$ cat src/rtl/mul_issue_sched_pkg.sv
`default_nettype none
// ============================================================
// mul_sched_pkg : shared constants and state type for the multiplier scheduler
// Rev 1.0
// ============================================================
package mul_sched_pkg;

    localparam int LANES   = 4;
    localparam int MUL_LAT = 4;
    localparam int LANE_W  = (LANES > 1) ? $clog2(LANES) : 1;

    typedef enum logic [1:0] {
        ST_IDLE = 2'd0,
        ST_RUN  = 2'd1,
        ST_DONE = 2'd2
    } state_t;

endpackage
`default_nettype wire

$ cat src/rtl/mul_issue_sched_if.sv
`default_nettype none
// ============================================================
// mul_issue_sched_if : lane request / result bus of the multiplier scheduler
// Rev 1.0
// ============================================================
interface mul_issue_sched_if #(
    parameter int LANES = mul_sched_pkg::LANES
);
    localparam int c_lane_w = (LANES > 1) ? $clog2(LANES) : 1;

    logic [LANES-1:0]        req;
    logic [LANES-1:0][31:0]  srca;
    logic [LANES-1:0][31:0]  srcb;
    logic [LANES-1:0][4:0]   dst;
    logic                    flush;
    logic [LANES-1:0]        stall;
    logic                    res_valid;
    logic [c_lane_w-1:0]     res_lane;
    logic [4:0]              res_dst;
    logic [31:0]             res_data;
    logic                    busy;

    modport master (
        output req, srca, srcb, dst, flush,
        input  stall, res_valid, res_lane, res_dst, res_data, busy
    );

    modport slave (
        input  req, srca, srcb, dst, flush,
        output stall, res_valid, res_lane, res_dst, res_data, busy
    );

endinterface
`default_nettype wire

$ cat src/rtl/mul_issue_sched_rr_pick.sv
`default_nettype none
// ============================================================
// rr_pick : combinational round-robin lane picker starting at i_rr_ptr
// Rev 1.0
// ============================================================
module rr_pick #(
    parameter int LANES  = 4,
    parameter int LANE_W = 2
) (
    input  wire logic [LANES-1:0]  i_req,
    input  wire logic [LANE_W-1:0] i_rr_ptr,
    output logic [LANES-1:0]       o_gnt,
    output logic [LANE_W-1:0]      o_gnt_idx,
    output logic                   o_any
);

    always_comb begin
        int w_sum;
        logic [LANE_W-1:0] w_idx;
        o_gnt     = '0;
        o_gnt_idx = '0;
        o_any     = 1'b0;
        w_sum     = 0;
        w_idx     = '0;
        for (int i = 0; i < LANES; i++) begin
            w_sum = (int'(i_rr_ptr) + i) % LANES;
            w_idx = LANE_W'(w_sum);
            if (!o_any && i_req[w_idx]) begin
                o_any        = 1'b1;
                o_gnt[w_idx] = 1'b1;
                o_gnt_idx    = w_idx;
            end
        end
    end

endmodule
`default_nettype wire

$ cat src/rtl/mul_issue_sched.sv
`default_nettype none
// ============================================================
// mul_issue_sched : round-robin issue of lane multiplies onto one shared multiplier
// Rev 1.0
// ============================================================
module mul_issue_sched #(
    parameter int LANES   = mul_sched_pkg::LANES,
    parameter int MUL_LAT = mul_sched_pkg::MUL_LAT
) (
    input  wire logic         clk,
    input  wire logic         reset,
    mul_issue_sched_if.slave  bus
);
    import mul_sched_pkg::*;

    localparam int c_lane_w = (LANES > 1) ? $clog2(LANES) : 1;
    localparam int c_cnt_w  = $clog2(MUL_LAT + 1);
    localparam logic [c_cnt_w-1:0] c_cnt_load = c_cnt_w'(MUL_LAT - 1);

    state_t              r_state;
    state_t              w_state_nxt;
    logic [c_lane_w-1:0] r_rr_ptr;
    logic [c_lane_w-1:0] r_lane;
    logic [c_cnt_w-1:0]  r_cnt;
    logic [31:0]         r_srca;
    logic [31:0]         r_srcb;
    logic [4:0]          r_dst;

    logic [LANES-1:0]    w_gnt;
    logic [c_lane_w-1:0] w_gnt_idx;
    logic                w_any;
    logic                w_grant;
    logic [31:0]         w_sel_a;
    logic [31:0]         w_sel_b;
    logic [4:0]          w_sel_dst;
    logic [31:0]         w_prod;
    logic                w_res_valid;
    logic [LANES-1:0]    w_stall_mask;

    rr_pick #(
        .LANES  (LANES),
        .LANE_W (c_lane_w)
    ) u_rr_pick (
        .i_req     (bus.req),
        .i_rr_ptr  (r_rr_ptr),
        .o_gnt     (w_gnt),
        .o_gnt_idx (w_gnt_idx),
        .o_any     (w_any)
    );

    always_comb begin
        w_sel_a   = '0;
        w_sel_b   = '0;
        w_sel_dst = '0;
        for (int i = 0; i < LANES; i++) begin
            w_sel_a   |= bus.srca[i] & {32{w_gnt[i]}};
            w_sel_b   |= bus.srcb[i] & {32{w_gnt[i]}};
            w_sel_dst |= bus.dst[i]  & {5{w_gnt[i]}};
        end
    end

    always_comb begin
        w_state_nxt = r_state;
        w_grant     = 1'b0;
        case (r_state)
            ST_IDLE: begin
                if (!bus.flush && w_any) begin
                    w_grant     = 1'b1;
                    w_state_nxt = ST_RUN;
                end
            end
            ST_RUN:  if (r_cnt == '0) w_state_nxt = ST_DONE;
            ST_DONE: w_state_nxt = ST_IDLE;
            default: w_state_nxt = ST_IDLE;
        endcase
        if (bus.flush) w_state_nxt = ST_IDLE;
    end

    always_ff @(posedge clk or posedge reset) begin
        if (reset) begin
            r_state  <= ST_IDLE;
            r_rr_ptr <= '0;
            r_cnt    <= '0;
            r_srca   <= '0;
            r_srcb   <= '0;
            r_dst    <= '0;
            r_lane   <= '0;
        end else begin
            r_state <= w_state_nxt;
            if (w_grant) begin
                r_srca   <= w_sel_a;
                r_srcb   <= w_sel_b;
                r_dst    <= w_sel_dst;
                r_lane   <= w_gnt_idx;
                r_cnt    <= c_cnt_load;
                r_rr_ptr <= (w_gnt_idx == c_lane_w'(LANES - 1)) ? '0 : w_gnt_idx + 1'b1;
            end else if (r_state == ST_RUN && r_cnt != '0) begin
                r_cnt <= r_cnt - 1'b1;
            end
        end
    end

    // Low 32 bits of a two's-complement product do not depend on operand signedness.
    assign w_prod = r_srca * r_srcb;

    assign w_res_valid = (r_state == ST_DONE) && !bus.flush;

    always_comb begin
        w_stall_mask = '0;
        if (w_res_valid) w_stall_mask[r_lane] = 1'b1;
    end

    assign bus.stall     = bus.req & ~w_stall_mask;
    assign bus.res_valid = w_res_valid;
    assign bus.res_lane  = w_res_valid ? r_lane : '0;
    assign bus.res_dst   = w_res_valid ? r_dst  : '0;
    assign bus.res_data  = w_res_valid ? w_prod : '0;
    assign bus.busy      = (r_state != ST_IDLE);

endmodule
`default_nettype wire

$ cat src/flat_wrapper.sv
// flat-port wrapper written by rule: the top's interface ports become plain ports
module mul_issue_sched_flat import mul_sched_pkg::*;
#(
    parameter int LANES   = mul_sched_pkg::LANES,
    parameter int MUL_LAT = mul_sched_pkg::MUL_LAT
)
  (clk, reset, bus_req, bus_srca, bus_srcb, bus_dst, bus_flush, bus_stall, bus_res_valid, bus_res_lane, bus_res_dst, bus_res_data, bus_busy);
  mul_issue_sched_if #(.LANES(LANES)) bus_i ();
  input  wire logic clk;
  input  wire logic reset;
  input wire logic [$bits(bus_i.req)-1:0] bus_req;
  input wire logic [$bits(bus_i.srca)-1:0] bus_srca;
  input wire logic [$bits(bus_i.srcb)-1:0] bus_srcb;
  input wire logic [$bits(bus_i.dst)-1:0] bus_dst;
  input wire logic [$bits(bus_i.flush)-1:0] bus_flush;
  output wire logic [$bits(bus_i.stall)-1:0] bus_stall;
  output wire logic [$bits(bus_i.res_valid)-1:0] bus_res_valid;
  output wire logic [$bits(bus_i.res_lane)-1:0] bus_res_lane;
  output wire logic [$bits(bus_i.res_dst)-1:0] bus_res_dst;
  output wire logic [$bits(bus_i.res_data)-1:0] bus_res_data;
  output wire logic [$bits(bus_i.busy)-1:0] bus_busy;
  assign bus_i.req = bus_req;
  assign bus_i.srca = bus_srca;
  assign bus_i.srcb = bus_srcb;
  assign bus_i.dst = bus_dst;
  assign bus_i.flush = bus_flush;
  assign bus_stall = bus_i.stall;
  assign bus_res_valid = bus_i.res_valid;
  assign bus_res_lane = bus_i.res_lane;
  assign bus_res_dst = bus_i.res_dst;
  assign bus_res_data = bus_i.res_data;
  assign bus_busy = bus_i.busy;
  mul_issue_sched #(.LANES(LANES), .MUL_LAT(MUL_LAT)) u_core (.clk(clk), .reset(reset), .bus(bus_i));
endmodule
$ cat config.mk
export PLATFORM = sky130hd
export DESIGN_NAME = mul_issue_sched_flat
export DESIGN_NICKNAME = d
export VERILOG_FILES = /design/src/rtl/mul_issue_sched_pkg.sv /design/src/rtl/mul_issue_sched_if.sv /design/src/rtl/mul_issue_sched_rr_pick.sv /design/src/rtl/mul_issue_sched.sv /design/src/flat_wrapper.sv
export SDC_FILE = /design/constraint.sdc
export NUM_CORES = 1
export LEC_CHECK = 0
export ABC_AREA = 1
export BUFFER_PORTS_ARGS = -buffer_cell sky130_fd_sc_hd__buf_2
export CAP_MARGIN = 10
export CORE_ASPECT_RATIO = 0.8
export CORE_MARGIN = 1
export CORE_UTILIZATION = 35
export DETAILED_ROUTE_END_ITERATION = 7
export GPL_TIMING_DRIVEN = 0
export PLACE_DENSITY = 0.57
export SLEW_MARGIN = 30
export SYNTH_ARGS = -nofsm -noshare
export SYNTH_HDL_FRONTEND = slang
export SYNTH_SLANG_ARGS = --single-unit
$ cat constraint.sdc
create_clock -name clk -period 10.8 [get_ports clk]
set_clock_uncertainty 0.1 [all_clocks]
set_input_delay 0.54 -clock clk [delete_from_list [all_inputs] [get_ports clk]]
set_output_delay 0.54 -clock clk [all_outputs]
set_load 0.02 [all_outputs]
==> summary.log, run 1 <==
INFO  logic_synthesis async_set_reset_flop_share_out_of_synthesis=100.0%
INFO  setup_path     endpoint_kind=output pin
INFO  clock_tree     cts.sinks=78
INFO  logic_synthesis synth_nets=3,788
INFO  setup_path     worst-path-max-fanout=10
INFO  logic_synthesis yosys-top-cells-area=fa_1 38%, nand2_1 16%, inv_1 14%
INFO  run            maxCapViolCount=0
INFO  route          drc=0
INFO  timing         fin_crit=9759ps
INFO  timing         rsz0062_at_grt=no
INFO  clock_tree     cts.path.max_buffers=2
INFO  clock_tree     clk-insertion-delay-late=360ps
INFO  die            coreArea=61,210um^2
INFO  die            dieHeight=224.9um
INFO  final_layout   layout-drive-gt1-share=12.34%
INFO  final_layout   area.growth.synth_to_final=13.90%
INFO  setup_path     timing.reg2reg.worst_path_depth=11
INFO  global_routing grt_first_pass_wirelength=119.4mm
INFO  worst_hold_path worstHoldPathType=input pin to async pin
INFO  clock_tree     tritoncts=done
INFO  global_routing first_global_vias=20.26k
INFO  timing         max_freq=102.5MHz
INFO  clock_tree     cts_made_buffers=9
INFO  clock_tree     postCtsResizedCells=0
INFO  logic_synthesis yosys.area.top_type=fa_1
INFO  place          count_of_input_and_output_buffers=327
INFO  setup_path     crit_arrival=9120ps
INFO  timing         worst_tran_pin_value=1044ps
INFO  route          per_cell_routed_wire_length=18.83um
INFO  timing         final_max_slew_viol_count=0
INFO  logic_synthesis ys_dominant_reg_cell=dfrtp_1
INFO  run_status     outcome=finished clean
INFO  logic_synthesis synthTopCellsByCount=908 x nand2_1, 784 x inv_1, 408 x fa_1
INFO  logic_synthesis syn_area=21,730um^2
INFO  logic_synthesis syn_area_cell=7.335um^2
INFO  timing         setup_tns=0ps
INFO  setup_path     timing.rr.start=u_core.r_rr_ptr[1]$_DFFE_PP0P_
INFO  clock_tree     cts.reportedPaths.clkPinSlew=70ps
INFO  setup_path     timing.reg2reg.setup_slack=7530ps
INFO  global_routing grt_start_max_net_pins=59
INFO  logic_synthesis netlist_instances=2,963
INFO  timing         timing.max_slew.rel_slack=30.41%
INFO  route          vias=19.72k
INFO  clock_tree     htree_num_levels=3
INFO  final_layout   fill_cells=6,589
INFO  timing         timing_hold_violations_final=0
INFO  timing         period_share=90.36%
INFO  setup_path     startpoint_type=flop
INFO  die            die_width=280.6um
INFO  global_routing globalRouteOverflowTotal=0
INFO  logic_synthesis number_of_synthesized_register_bits=78
INFO  die            design.portCount=328
INFO  global_routing antenna_found_initial=6
INFO  clock_tree     cts_setup_buffers=0
INFO  route          drt-vias-per-instance=4.761
INFO  logic_synthesis edff_count_synth=0
INFO  global_routing grt.total_usage=25.49%
INFO  logic_synthesis yosysUniqueCellTypes=45
INFO  logic_synthesis synth_top_cell_area_share=37.58%
INFO  die            floorplan.die_area=63,100um^2
INFO  route          wl=77.98mm
INFO  place          dp_hpwl=67.47mm
INFO  die            initial_utilization=35.50%
INFO  clock_tree     clk_root_buffer_cell=clkbuf_16
INFO  logic_synthesis most_instantiated_library_cell_after_synthesis=nand2_1
INFO  timing         finalSetupViolCount=0
INFO  setup_path     critPathLaunch=u_core.r_srcb[3]$_DFFE_PP0P_
INFO  setup_path     crit_required=10,160ps
INFO  setup_path     crit_path_kind=flop to output pin
INFO  route          detailedRoute.firstIterationViolations=1,609
INFO  route          dr.pass1.iters=5
INFO  die            num_rows=81
INFO  route          drtAntennaViolNets=0
INFO  final_layout   final_net_count=4,127
INFO  logic_synthesis synth_seq_area_share=8.981%
INFO  clock_tree     cts-hold-fix-buffers=0
INFO  logic_synthesis synth_warnings=0
INFO  place          routabilityCongestion=0.9670
-- cell families (layout without fill, tap and decap cells) --
group           after synthesis  in the layout  share of synthesized area (%)
simple gates               1096           1096                          19.64
buf+inv                     946           1290                          16.72
fa+ha+maj                   542            542                          45.30
compound gates              275            275                          8.307
flops                        78             78                          8.981
xor+xnor                     25             25                          1.007
mux                           1              1                        0.04606
other cells                   0              5                              0
-- worst max-delay path: stages (launching register included) --
cell      delay, ps
dfrtp_1         470
clkbuf_1        640
clkbuf_1        720
nand2_1         180
fa_1            550
inv_1            50
fa_1            470
inv_1            50
fa_1            490
fa_1            560
inv_1            70
fa_1            480
fa_1            600
fa_1            430
fa_1            450
ha_1            440
a21oi_1         510
o21ai_0         220
a21oi_1         190
o211ai_1        370
a31oi_1         290
o21ai_0         100
a21oi_1         220
buf_2           200
-- per-layer routing --
metal  GRT usage [%]  wire length, um
met2           38.40            32920
met3           7.552             8311
met4           4.865             1530
met5               0                0
met1           36.17            35220
-- cells in the final DEF (no fill, tap or decap), types with 13 or more instances in the layout --
| cell | n |
|---|---|
| nand2_1 | 908 |
| dfrtp_1 | 78 |
| inv_1 | 783 |
| fa_1 | 408 |
| ha_1 | 134 |
| buf_2 | 349 |
| clkbuf_1 | 112 |
| nor2_1 | 114 |
| nand3_1 | 49 |
| xor2_1 | 13 |
| a21oi_1 | 131 |
| a41oi_1 | 55 |
| o21ai_0 | 35 |
| buf_1 | 13 |
-- area by class of cell --
class | count | area (um^2) | share of cell area, %
buffer | 157 | 674.4 | 2.724
clock inverter | 6 | 70.07 | 0.2831
clock buffer | 10 | 229.0 | 0.9250
inverter | 789 | 2967 | 11.98
sequential | 78 | 1952 | 7.885
tap | 830 | 1039 | 4.195
timing repair buffer | 328 | 1664 | 6.723
antenna | 5 | 12.51 | 0.05055
multi-input combinational | 1939 | 16150 | 65.23
-- worst paths after layout --
path	end
min in group clk	u_core.r_state[1]$_DFFE_PP0P_
min	u_core.r_srcb[8]$_DFFE_PP0P_
max	bus_res_data[29]
min reg2reg	u_core.r_state[1]$_DFFE_PP0P_
max in group asynchronous	u_core.r_state[0]$_DFFE_PP0P_
max reg2reg	u_core.r_srca[0]$_DFFE_PP0P_
-- state kept, by name (all words and copies together), names as in the netlist --
name	cells
u_core.r_state	2
u_core.r_dst	5
u_core.r_rr_ptr	2
u_core.r_srcb	32
u_core.r_cnt	3
u_core.r_srca	32
u_core.r_lane	2
-- stage by stage --
stage               util [%]  setup WS, ps  area, um^2  hold slack, ps  std cells
finish                 40.44          1041       24750           10.26       4142
global route           40.43         597.2       24750           14.43       4139
CTS                    40.42          1115       24740           7.437       4137
detailed placement     39.93          1529       24440           396.6       4121
global placement       39.87          1516       24410           415.1       4120
floorplan                  -          3512       21730           379.9       2963
Power of run 1 is left out: the tool's default activity adds up to more than one toggle a clock period on the data nets, which glitch-free logic cannot reach.
==> run 2, diff against run 1 <==
--- a/config.mk
+++ b/config.mk
@@ -11,6 +11,7 @@
 export CORE_ASPECT_RATIO = 0.8
 export CORE_MARGIN = 1
 export CORE_UTILIZATION = 35
+export CTS_BUF_LIST = sky130_fd_sc_hd__clkbuf_2 sky130_fd_sc_hd__clkbuf_4 sky130_fd_sc_hd__clkbuf_8
 export DETAILED_ROUTE_END_ITERATION = 7
 export GPL_TIMING_DRIVEN = 0
 export PLACE_DENSITY = 0.57
==> run 2 against run 1 <==
  * Utilization decreased by 0.16 points
  * Global-route usage about the same
  * Worst setup slack improved by 48 ps
  * Register-to-register slack got worse by 30 ps
  * Flip-flop and latch count unchanged
  * Critical path depth decreased by 1
  * Non-clock buffer count increased by 1
  * Sequential share of layout area about the same
  * First-iteration DRC count increased by 5.0%
  * Critical path type unchanged
  * Highest routed layer unchanged
==> summary.log, run 2 (same netlist as run 1, synthesis figures left out) <==
INFO  setup_path     crit_required=10,160ps [about the same]
INFO  timing         rsz0062_at_grt=no
INFO  final_layout   fill_cells=6,599 [+0.15%]
INFO  clock_tree     clk-insertion-delay-late=390ps [+30 ps]
INFO  timing         setup_tns=0ps [unchanged]
INFO  final_layout   layout_commonest_cell=nand2_1
INFO  timing         final_max_slew_viol_count=0 [unchanged]
INFO  route          drt-vias-per-instance=4.800 [+0.82%]
INFO  clock_tree     cts_made_buffers=9 [unchanged]
INFO  clock_tree     cts.reportedPaths.clkPinSlew=80ps [about the same]
INFO  setup_path     critical_path.reg2reg.endpoint=u_core.r_srca[6]$_DFFE_PP0P_
INFO  clock_tree     cts.path.max_buffers=2 [unchanged]
INFO  clock_tree     clk_root_buffer_cell=clkbuf_8
INFO  final_layout   area.growth.synth_to_final=13.45%
INFO  place          routabilityCongestion=0.9670 [unchanged]
INFO  setup_path     crit_arrival=9070ps [-50 ps]
INFO  final_layout   final_cell_area=24,660um^2 [-0.39%]
INFO  die            design.portCount=328 [unchanged]
INFO  global_routing grt_start_max_net_pins=59 [unchanged]
INFO  setup_path     worst-path-max-fanout=10 [unchanged]
INFO  timing         fin_crit=9711ps [-48.23 ps]
INFO  final_layout   reg_top3=u_core.r_srca x32, u_core.r_srcb x32, u_core.r_dst x5
INFO  route          detailedRoute.firstIterationViolations=1,690 [+5.0%]
INFO  die            dieHeight=224.9um [unchanged]
INFO  global_routing grt.total_usage=25.45% [-0.034 points]
INFO  setup_path     crit_path_kind=flop to output pin
INFO  worst_hold_path worst_hold_path.num_cells=2
INFO  setup_path     timing.reg2reg.setup_slack=7500ps [-30 ps]
INFO  setup_path     startpoint_type=flop
INFO  die            floorplan.die_area=63,100um^2 [unchanged]
INFO  place          count_of_input_and_output_buffers=327 [unchanged]
INFO  place          dp_hpwl=67.47mm [unchanged]
INFO  timing         finalSetupViolCount=0 [unchanged]
INFO  global_routing first_global_vias=20.18k [-0.41%]
INFO  clock_tree     tritoncts=done
INFO  timing         timing.max_slew.rel_slack=35.17% [+4.8 points]
INFO  timing         max_freq=103.0MHz [+0.50%]
INFO  setup_path     timing.reg2reg.worst_path_depth=10 [-1]
INFO  route          drc=0 [unchanged]
INFO  global_routing globalRouteOverflowTotal=0 [unchanged]
INFO  setup_path     endpoint_kind=output pin
INFO  timing         worst_tran_pin_value=972.5ps [-71.28 ps]
INFO  timing         timing_hold_violations_final=0 [unchanged]
INFO  die            num_rows=81 [unchanged]
INFO  die            coreArea=61,210um^2 [unchanged]
INFO  die            die_width=280.6um [unchanged]
INFO  final_layout   final_net_count=4,128 [+0.024%]
INFO  setup_path     timing.rr.start=u_core.r_rr_ptr[1]$_DFFE_PP0P_
INFO  worst_hold_path holdPathEnd=u_core.r_state[1]$_DFFE_PP0P_
INFO  timing         period_share=89.92% [-0.45 points]
INFO  route          drtAntennaViolNets=0 [unchanged]
INFO  global_routing grt_first_pass_wirelength=119.7mm [+0.27%]
INFO  route          vias=19.87k [+0.75%]
INFO  clock_tree     htree_num_levels=3 [unchanged]
INFO  final_layout   most_frequent_cells_in_the_layout=908 x nand2_1, 783 x inv_1, 408 x fa_1
INFO  route          per_cell_routed_wire_length=18.89um [+0.34%]
INFO  die            initial_utilization=35.50% [unchanged]
INFO  route          wl=78.19mm [+0.27%]
INFO  global_routing antenna_found_initial=3 [-3]
INFO  run_status     outcome=finished clean
INFO  place          placed_cell_area=24,440um^2 [unchanged]
INFO  clock_tree     cts_setup_buffers=0 [unchanged]
INFO  clock_tree     cts.sinks=78 [unchanged]
INFO  worst_hold_path worst_hold_startpoint=bus_flush
INFO  worst_hold_path worstHoldPathType=input pin to flop
INFO  run            maxCapViolCount=0 [unchanged]
INFO  final_layout   layout-drive-gt1-share=12.36% [+0.027 points]
INFO  route          dr.pass1.iters=5 [unchanged]
## run 2: changes by cell type in the layout (fill, tap and decap cells not counted), sizes merged
cell	previous run	this run
dlygate4sd3	0	1
diode	5	1
## run 2: metal layers
layer,GRT usage (%),vias to the layer above,part of all wire (%)
met2,38.70,740,43
met3,4.965,81,8.7
li1,-,9289,-
met4,4.054,0,1.7
met5,0,-,0
met1,37.78,9756,47
## run 2: worst max-delay path by stage
| stage | start | to | depth (start not counted) |
|---|---|---|---|
| floorplan | u_core.r_srcb[6]$_DFFE_PP0P_ | bus_res_data[26] | 25 |
| global placement | u_core.r_srcb[4]$_DFFE_PP0P_ | bus_res_data[26] | 26 |
| detailed placement | u_core.r_srcb[4]$_DFFE_PP0P_ | bus_res_data[29] | 22 |
| CTS | u_core.r_srcb[4]$_DFFE_PP0P_ | bus_res_data[29] | 22 |
| global route | u_core.r_srcb[3]$_DFFE_PP0P_ | bus_res_data[29] | 23 |
| finish | u_core.r_srcb[3]$_DFFE_PP0P_ | bus_res_data[29] | 22 |
## run 2: layout make-up
| type | instances | area [um^2] | area share (%) |
|---|---|---|---|
| Antenna cell | 1 | 2.502 | 0.01015 |
| Buffer | 157 | 674.4 | 2.735 |
| Clock buffer | 10 | 131.4 | 0.5328 |
| Clock inverter | 6 | 70.07 | 0.2842 |
| Inverter | 789 | 2967 | 12.03 |
| Multi-Input combinational cell | 1939 | 16150 | 65.49 |
| Sequential cell | 78 | 1952 | 7.916 |
| Tap cell | 830 | 1039 | 4.212 |
| Timing Repair Buffer | 329 | 1674 | 6.790 |
## run 2: critical path: stages (launching register included)
cell      delay, ps
dfrtp_1         480
clkbuf_1        650
clkbuf_1        720
nand2_1         180
fa_1            560
inv_1            50
fa_1            470
inv_1            50
fa_1            480
fa_1            560
inv_1            70
fa_1            480
fa_1            600
fa_1            440
fa_1            440
ha_1            480
nand2_1         170
nor4_1          400
nand2_1          90
o211ai_1        670
a31oi_1         190
a21oi_1         250
buf_2           200
## run 2: stage by stage
step | utilization (%) | worst slack, ps | instances | hold WS (ps)
2_1_floorplan | - | 3512 | 2963 | 379.9
3_3_place_gp | 39.87 | 1516 | 4120 | 415.1
3_5_place_dp | 39.93 | 1529 | 4121 | 396.6
4_1_cts | 40.27 | 1078 | 4138 | 265.0
5_1_grt | 40.28 | 561.6 | 4139 | 292.3
6_report | 40.28 | 1089 | 4139 | 275.4
## run 2: what timing repair did
action | 4_1_cts | 5_1_grt
endpoints found under the hold margin | 20 | 0
hold buffers | 1 | 0
gates resized for setup | 0 | 0
Power of run 2 is left out for the same reason.
